<file path="src/rtl/shared_reg_arbiter_if.sv">
// Requester/register-bank bundle for shared_reg_arbiter.
// master drives requests and data; slave is the arbiter.
interface shared_reg_arbiter_if #(
    parameter int WIDTH = 8
);
    logic             Req0;
    logic             Req1;
    logic [WIDTH-1:0] D0;
    logic [WIDTH-1:0] D1;
    logic             Gnt0;
    logic             Gnt1;
    logic             Ack0;
    logic             Ack1;
    logic [WIDTH-1:0] Q;
    logic             Busy;

    modport master (
        output Req0, Req1, D0, D1,
        input  Gnt0, Gnt1, Ack0, Ack1, Q, Busy
    );

    modport slave (
        input  Req0, Req1, D0, D1,
        output Gnt0, Gnt1, Ack0, Ack1, Q, Busy
    );
endinterface

</file>
<file path="src/rtl/shared_reg_arbiter.sv">
// Two-requester arbiter/sequencer for a shared register: IDLE->LOAD->HOLD.
// SHREG_ROUND_ROBIN_EN selects alternating tie-break; default is fixed priority.
module shared_reg_arbiter #(
    parameter int WIDTH = 8,
    parameter int HOLD  = 3
) (
    input logic                 Clk,
    input logic                 Resetn,
    shared_reg_arbiter_if.slave bus
);
    typedef enum logic [1:0] {
        S_IDLE,
        S_LOAD,
        S_HOLD
    } state_t;

    localparam logic [7:0] CNT_INIT = 8'(HOLD - 1);

    state_t           state_q, state_d;
    logic [7:0]       cnt_q, cnt_d;
    logic             last_q, last_d;
    logic             win_q, win_d;
    logic [WIDTH-1:0] q_q, q_d;
    logic             gnt0_q, gnt0_d;
    logic             gnt1_q, gnt1_d;
    logic             ack0_q, ack0_d;
    logic             ack1_q, ack1_d;
    logic             busy_q, busy_d;
    logic             pick;
    logic             req_w;
    logic [WIDTH-1:0] d_w;

`ifdef SHREG_ROUND_ROBIN_EN
    assign pick = (bus.Req0 && bus.Req1) ? ~last_q : bus.Req1;
`else
    assign pick = ~bus.Req0;
`endif

    assign req_w = win_q ? bus.Req1 : bus.Req0;
    assign d_w   = win_q ? bus.D1 : bus.D0;

    always_comb begin
        state_d = state_q;
        cnt_d   = cnt_q;
        last_d  = last_q;
        win_d   = win_q;
        q_d     = q_q;
        gnt0_d  = gnt0_q;
        gnt1_d  = gnt1_q;
        ack0_d  = 1'b0;
        ack1_d  = 1'b0;
        unique case (state_q)
            S_IDLE: begin
                if (bus.Req0 || bus.Req1) begin
                    win_d   = pick;
                    gnt0_d  = ~pick;
                    gnt1_d  = pick;
                    state_d = S_LOAD;
                end
            end
            S_LOAD: begin
                if (req_w) begin
                    q_d     = d_w;
                    ack0_d  = ~win_q;
                    ack1_d  = win_q;
                    last_d  = win_q;
                    cnt_d   = CNT_INIT;
                    state_d = S_HOLD;
                end else begin
                    // abort: owner withdrew, pointer untouched
                    gnt0_d  = 1'b0;
                    gnt1_d  = 1'b0;
                    state_d = S_IDLE;
                end
            end
            S_HOLD: begin
                if (cnt_q == 8'd0) begin
                    gnt0_d  = 1'b0;
                    gnt1_d  = 1'b0;
                    state_d = S_IDLE;
                end else begin
                    cnt_d = cnt_q - 8'd1;
                end
            end
            default: begin
                gnt0_d  = 1'b0;
                gnt1_d  = 1'b0;
                state_d = S_IDLE;
            end
        endcase
        busy_d = (state_d != S_IDLE);
    end

    always_ff @(posedge Clk or negedge Resetn) begin
        if (!Resetn) begin
            state_q <= S_IDLE;
            cnt_q   <= 8'd0;
            last_q  <= 1'b1;
            win_q   <= 1'b0;
            q_q     <= '0;
            gnt0_q  <= 1'b0;
            gnt1_q  <= 1'b0;
            ack0_q  <= 1'b0;
            ack1_q  <= 1'b0;
            busy_q  <= 1'b0;
        end else begin
            state_q <= state_d;
            cnt_q   <= cnt_d;
            last_q  <= last_d;
            win_q   <= win_d;
            q_q     <= q_d;
            gnt0_q  <= gnt0_d;
            gnt1_q  <= gnt1_d;
            ack0_q  <= ack0_d;
            ack1_q  <= ack1_d;
            busy_q  <= busy_d;
        end
    end

    assign bus.Q    = q_q;
    assign bus.Gnt0 = gnt0_q;
    assign bus.Gnt1 = gnt1_q;
    assign bus.Ack0 = ack0_q;
    assign bus.Ack1 = ack1_q;
    assign bus.Busy = busy_q;
endmodule
</file>
<file path="src/flat_wrapper.sv">
// flat-port wrapper written by rule: the top's interface ports become plain ports
module shared_reg_arbiter_flat 
#(
    parameter int WIDTH = 8,
    parameter int HOLD  = 3
)
  (Clk, Resetn, bus_Req0, bus_Req1, bus_D0, bus_D1, bus_Gnt0, bus_Gnt1, bus_Ack0, bus_Ack1, bus_Q, bus_Busy);
  shared_reg_arbiter_if #(.WIDTH(WIDTH)) bus_i ();
  input logic Clk;
  input logic Resetn;
  input wire logic [$bits(bus_i.Req0)-1:0] bus_Req0;
  input wire logic [$bits(bus_i.Req1)-1:0] bus_Req1;
  input wire logic [$bits(bus_i.D0)-1:0] bus_D0;
  input wire logic [$bits(bus_i.D1)-1:0] bus_D1;
  output wire logic [$bits(bus_i.Gnt0)-1:0] bus_Gnt0;
  output wire logic [$bits(bus_i.Gnt1)-1:0] bus_Gnt1;
  output wire logic [$bits(bus_i.Ack0)-1:0] bus_Ack0;
  output wire logic [$bits(bus_i.Ack1)-1:0] bus_Ack1;
  output wire logic [$bits(bus_i.Q)-1:0] bus_Q;
  output wire logic [$bits(bus_i.Busy)-1:0] bus_Busy;
  assign bus_i.Req0 = bus_Req0;
  assign bus_i.Req1 = bus_Req1;
  assign bus_i.D0 = bus_D0;
  assign bus_i.D1 = bus_D1;
  assign bus_Gnt0 = bus_i.Gnt0;
  assign bus_Gnt1 = bus_i.Gnt1;
  assign bus_Ack0 = bus_i.Ack0;
  assign bus_Ack1 = bus_i.Ack1;
  assign bus_Q = bus_i.Q;
  assign bus_Busy = bus_i.Busy;
  shared_reg_arbiter #(.WIDTH(WIDTH), .HOLD(HOLD)) u_core (.Clk(Clk), .Resetn(Resetn), .bus(bus_i));
endmodule
</file>
<file path="config.mk">
export PLATFORM = sky130hd
export DESIGN_NAME = shared_reg_arbiter_flat
export DESIGN_NICKNAME = d
export VERILOG_FILES = /design/src/rtl/shared_reg_arbiter_if.sv /design/src/rtl/shared_reg_arbiter.sv /design/src/flat_wrapper.sv
export SDC_FILE = /design/constraint.sdc
export NUM_CORES = 1
export LEC_CHECK = 0
export CAP_MARGIN = 0
export CORE_MARGIN = 3
export CORE_UTILIZATION = 35
export DETAILED_ROUTE_END_ITERATION = 10
export GPL_TIMING_DRIVEN = 0
export RECOVER_POWER = 25
export SYNTH_ARGS = -nofsm -noshare
export SYNTH_HDL_FRONTEND = slang
export SYNTH_SLANG_ARGS = --single-unit
</file>
<file path="constraint.sdc">
create_clock -name Clk -period 4.3 [get_ports Clk]
set_input_delay 0.43 -clock Clk [delete_from_list [all_inputs] [get_ports Clk]]
set_output_delay 0.43 -clock Clk [all_outputs]
set_load 0.1 [all_outputs]
</file>
==> results.py <==
metrics = {
    "critical_path": {
        "cp-end-kind": "primary output",
        "critPathKind": "reg -> out",
        "r2r_setup_slack_ns": 2.39,
        "slowest_stage": "clkdlybuf4s50_1",
        "r2r_cells": 6,
        "rr_endpoint": "u_core.bus.Busy",
        "reg2reg_from": "u_core.cnt_q[0]",
        "cp_top_family": "buffers and inverters",
        "critPathRequiredTime_ns": 3.87,
        "start_kind": "flop",
        "worst-path-buf-inv": 1,
        "cp_max_fo": 3,
        "slowest_delay_ns": 1.14,
        "crit_arrival_ns": 1.78,
        "worstPathCellList": "clkdlybuf4s50_1",
    },
    "synth": {
        "yosys_warnings": 0,
        "synthCells": 130,
        "synth-edff-count": 0,
        "synthFlopType": "dfrtp_1",
        "netlist-cell-type-count": 41,
        "syn_area_per_cell_um2": 9.96,
        "yosys-top-cells-area": "dfrtp_1, mux2i_1, ha_1, o21ai_0, nand2_1",
        "ys_async_sr_fraction_pct": 100,
        "syn-num-nets": 156,
        "netlist_area_um2": 1290,
        "synth-seq-cells": 24,
        "yosys.area.top_type": "dfrtp_1",
        "netlist.area_leader.share_pct": 46.4,
        "ys_seq_area_share_pct": 46.4,
    },
    "final_layout": {
        "layout.area.seq_um2": 601,
        "layout_commonest_cell": "clkdlybuf4s50_1",
        "syn_to_final_growth_pct": 34.7,
        "drive_above_1_share_pct": 7.83,
        "final_nets": 193,
        "multi_input_area_um2": 648,
        "antenna_cells": 0,
        "fillers": 319,
        "final_cell_mix": "clkdlybuf4s50_1, dfrtp_1, nand2_1",
    },
    "timing": {
        "hold_viol_final": 0,
        "tns_ns": 0,
        "rsz0062_at_grt": "no",
        "period_share_pct": 51.5,
        "tightest_slew_ns": 1.07,
        "finalSetupViolCount": 0,
        "slew_headroom_pct": 28.6,
        "skew_ns": 0.00441,
        "slew_violations": 0,
        "clock.fmax_mhz": 452,
        "layout_min_cycle_time_ns": 2.21,
    },
    "floorplan": {
        "rows": 21,
        "die-area_um2": 4470,
        "ios": 33,
        "die_w_um": 66.8,
        "dieHeight_um": 66.8,
        "start_util_pct": 37.6,
        "coreArea_um2": 3440,
    },
    "clocking": {
        "postCtsResizedCells": 0,
        "worstSkewPairLatency_ns": 0.27,
        "cts_max_path_buffers": 2,
        "cts_buffers": 3,
        "h-tree-depth": 1,
        "ctsHoldBuffers": 0,
        "cts_setup_buffers": 0,
        "cts_sinks": 24,
        "root_buffer": "clkbuf_8",
        "clk_pin_slew_worst_paths_ns": 0.08,
        "cts_tree": "yes",
    },
    "routing": {
        "first_pass_iters": 4,
        "num_vias": 1091,
        "antenna_left": 0,
        "wire_per_inst_um": 13.8,
        "wl_um": 2930,
        "drc": 0,
        "vias_per_cell": 5.15,
        "drt_iter0_markers": 21,
    },
    "hold_path": {
        "hold_depth": 2,
        "hold_class": "reg -> reg",
        "hp-start": "u_core.bus.Q[4]",
        "holdPathEnd": "u_core.bus.Q[4]",
    },
    "placement": {
        "port_buffers": 32,
        "gp_congestion": 0.814,
        "dp_hpwl_um": 2120,
    },
    "outcome": {
        "status": "completed",
    },
    "job": {
        "max_cap_viol_count": 0,
    },
    "grt": {
        "grt_pass1_wl_um": 4780,
        "grt_pass1_vias": 1055,
        "antenna_found_initial": 0,
        "grt.total_usage_pct": 14.0,
        "grt_start_max_net_pins": 25,
        "grt-ovfl-total": 0,
    },
}
==> logic make-up (layout without fill, tap and decap cells) <==
logic type | Yosys count | after routing | share of synthesized area (%)
flops | 24 | 24 | 46.4
compound gates | 36 | 36 | 18.4
simple gates | 45 | 45 | 18.8
mux | 9 | 9 | 7.05
buf+inv | 10 | 46 | 3.57
fa+ha+maj | 6 | 6 | 5.80
==> cell type report <==
| class | instances | share of cell area [%] |
|---|---|---|
| Multi-Input combinational cell | 96 | 37.2 |
| Sequential cell | 24 | 34.4 |
| Timing Repair Buffer | 32 | 18.4 |
| Tap cell | 46 | 3.30 |
| Clock buffer | 3 | 2.37 |
| Clock inverter | 1 | 1.72 |
| Buffer | 4 | 1.36 |
| Inverter | 6 | 1.29 |
==> flip-flops by register name, summed over array words and instances (netlist names) <==
| register | cells |
|---|---|
| u_core.cnt_q | 8 |
| u_core.bus.Gnt1 | 1 |
| u_core.bus.Gnt0 | 1 |
| u_core.bus.Busy | 1 |
| u_core.state_q | 2 |
| u_core.bus.Q | 8 |
| u_core.bus.Ack1 | 1 |
| u_core.win_q | 1 |
| u_core.bus.Ack0 | 1 |
==> routing by layer <==
metal	up-vias	track usage [%]	wire length, um
met4	0	4.06	31
met2	18	22.0	1370
met5	-	0	0
met1	518	19.1	1420
li1	551	-	-
met3	4	3.04	110
==> synthesized netlist by cell type, types with 2 or more instances <==
library cell  instances
dfrtp_1              24
nand2_1              14
o21ai_0              13
mux2i_1               8
nor2_1                7
ha_1                  6
inv_1                 6
nand3_1               5
a21oi_1               4
nand4_1               4
a31oi_1               3
nor3_1                3
a21o_1                2
o211ai_1              2
o22ai_1               2
o31ai_1               2
==> worst max-delay path by stage <==
stage | from | endpoint | slack, ns | depth (start not counted)
floorplan | u_core.cnt_q[0] | u_core.cnt_q[6] | 2.67 | 6
global placement | bus_Req1 | u_core.bus.Q[7] | 2.19 | 5
detailed placement | bus_Req1 | u_core.bus.Q[7] | 2.19 | 5
CTS | u_core.bus.Q[0] | bus_Q[0] | 2.08 | 1
global route | u_core.bus.Gnt0 | bus_Gnt0 | 2.03 | 1
finish | u_core.bus.Gnt0 | bus_Gnt0 | 2.09 | 1
==> metrics by stage <==
step | area, um^2 | hold slack (ns) | util, % | worst slack [ns] | instances
finish | 1740 | 0.486 | 50.7 | 2.09 | 212
global route | 1740 | 0.513 | 50.7 | 2.03 | 212
CTS | 1740 | 0.494 | 50.7 | 2.08 | 212
detailed placement | 1670 | 0.473 | 48.6 | 2.19 | 208
global placement | 1670 | 0.464 | 48.6 | 2.19 | 208
floorplan | 1290 | 0.134 | - | 2.67 | 130
Power is left out: the tool's default activity adds up to more than one toggle a clock period on the data nets, which glitch-free logic cannot reach.
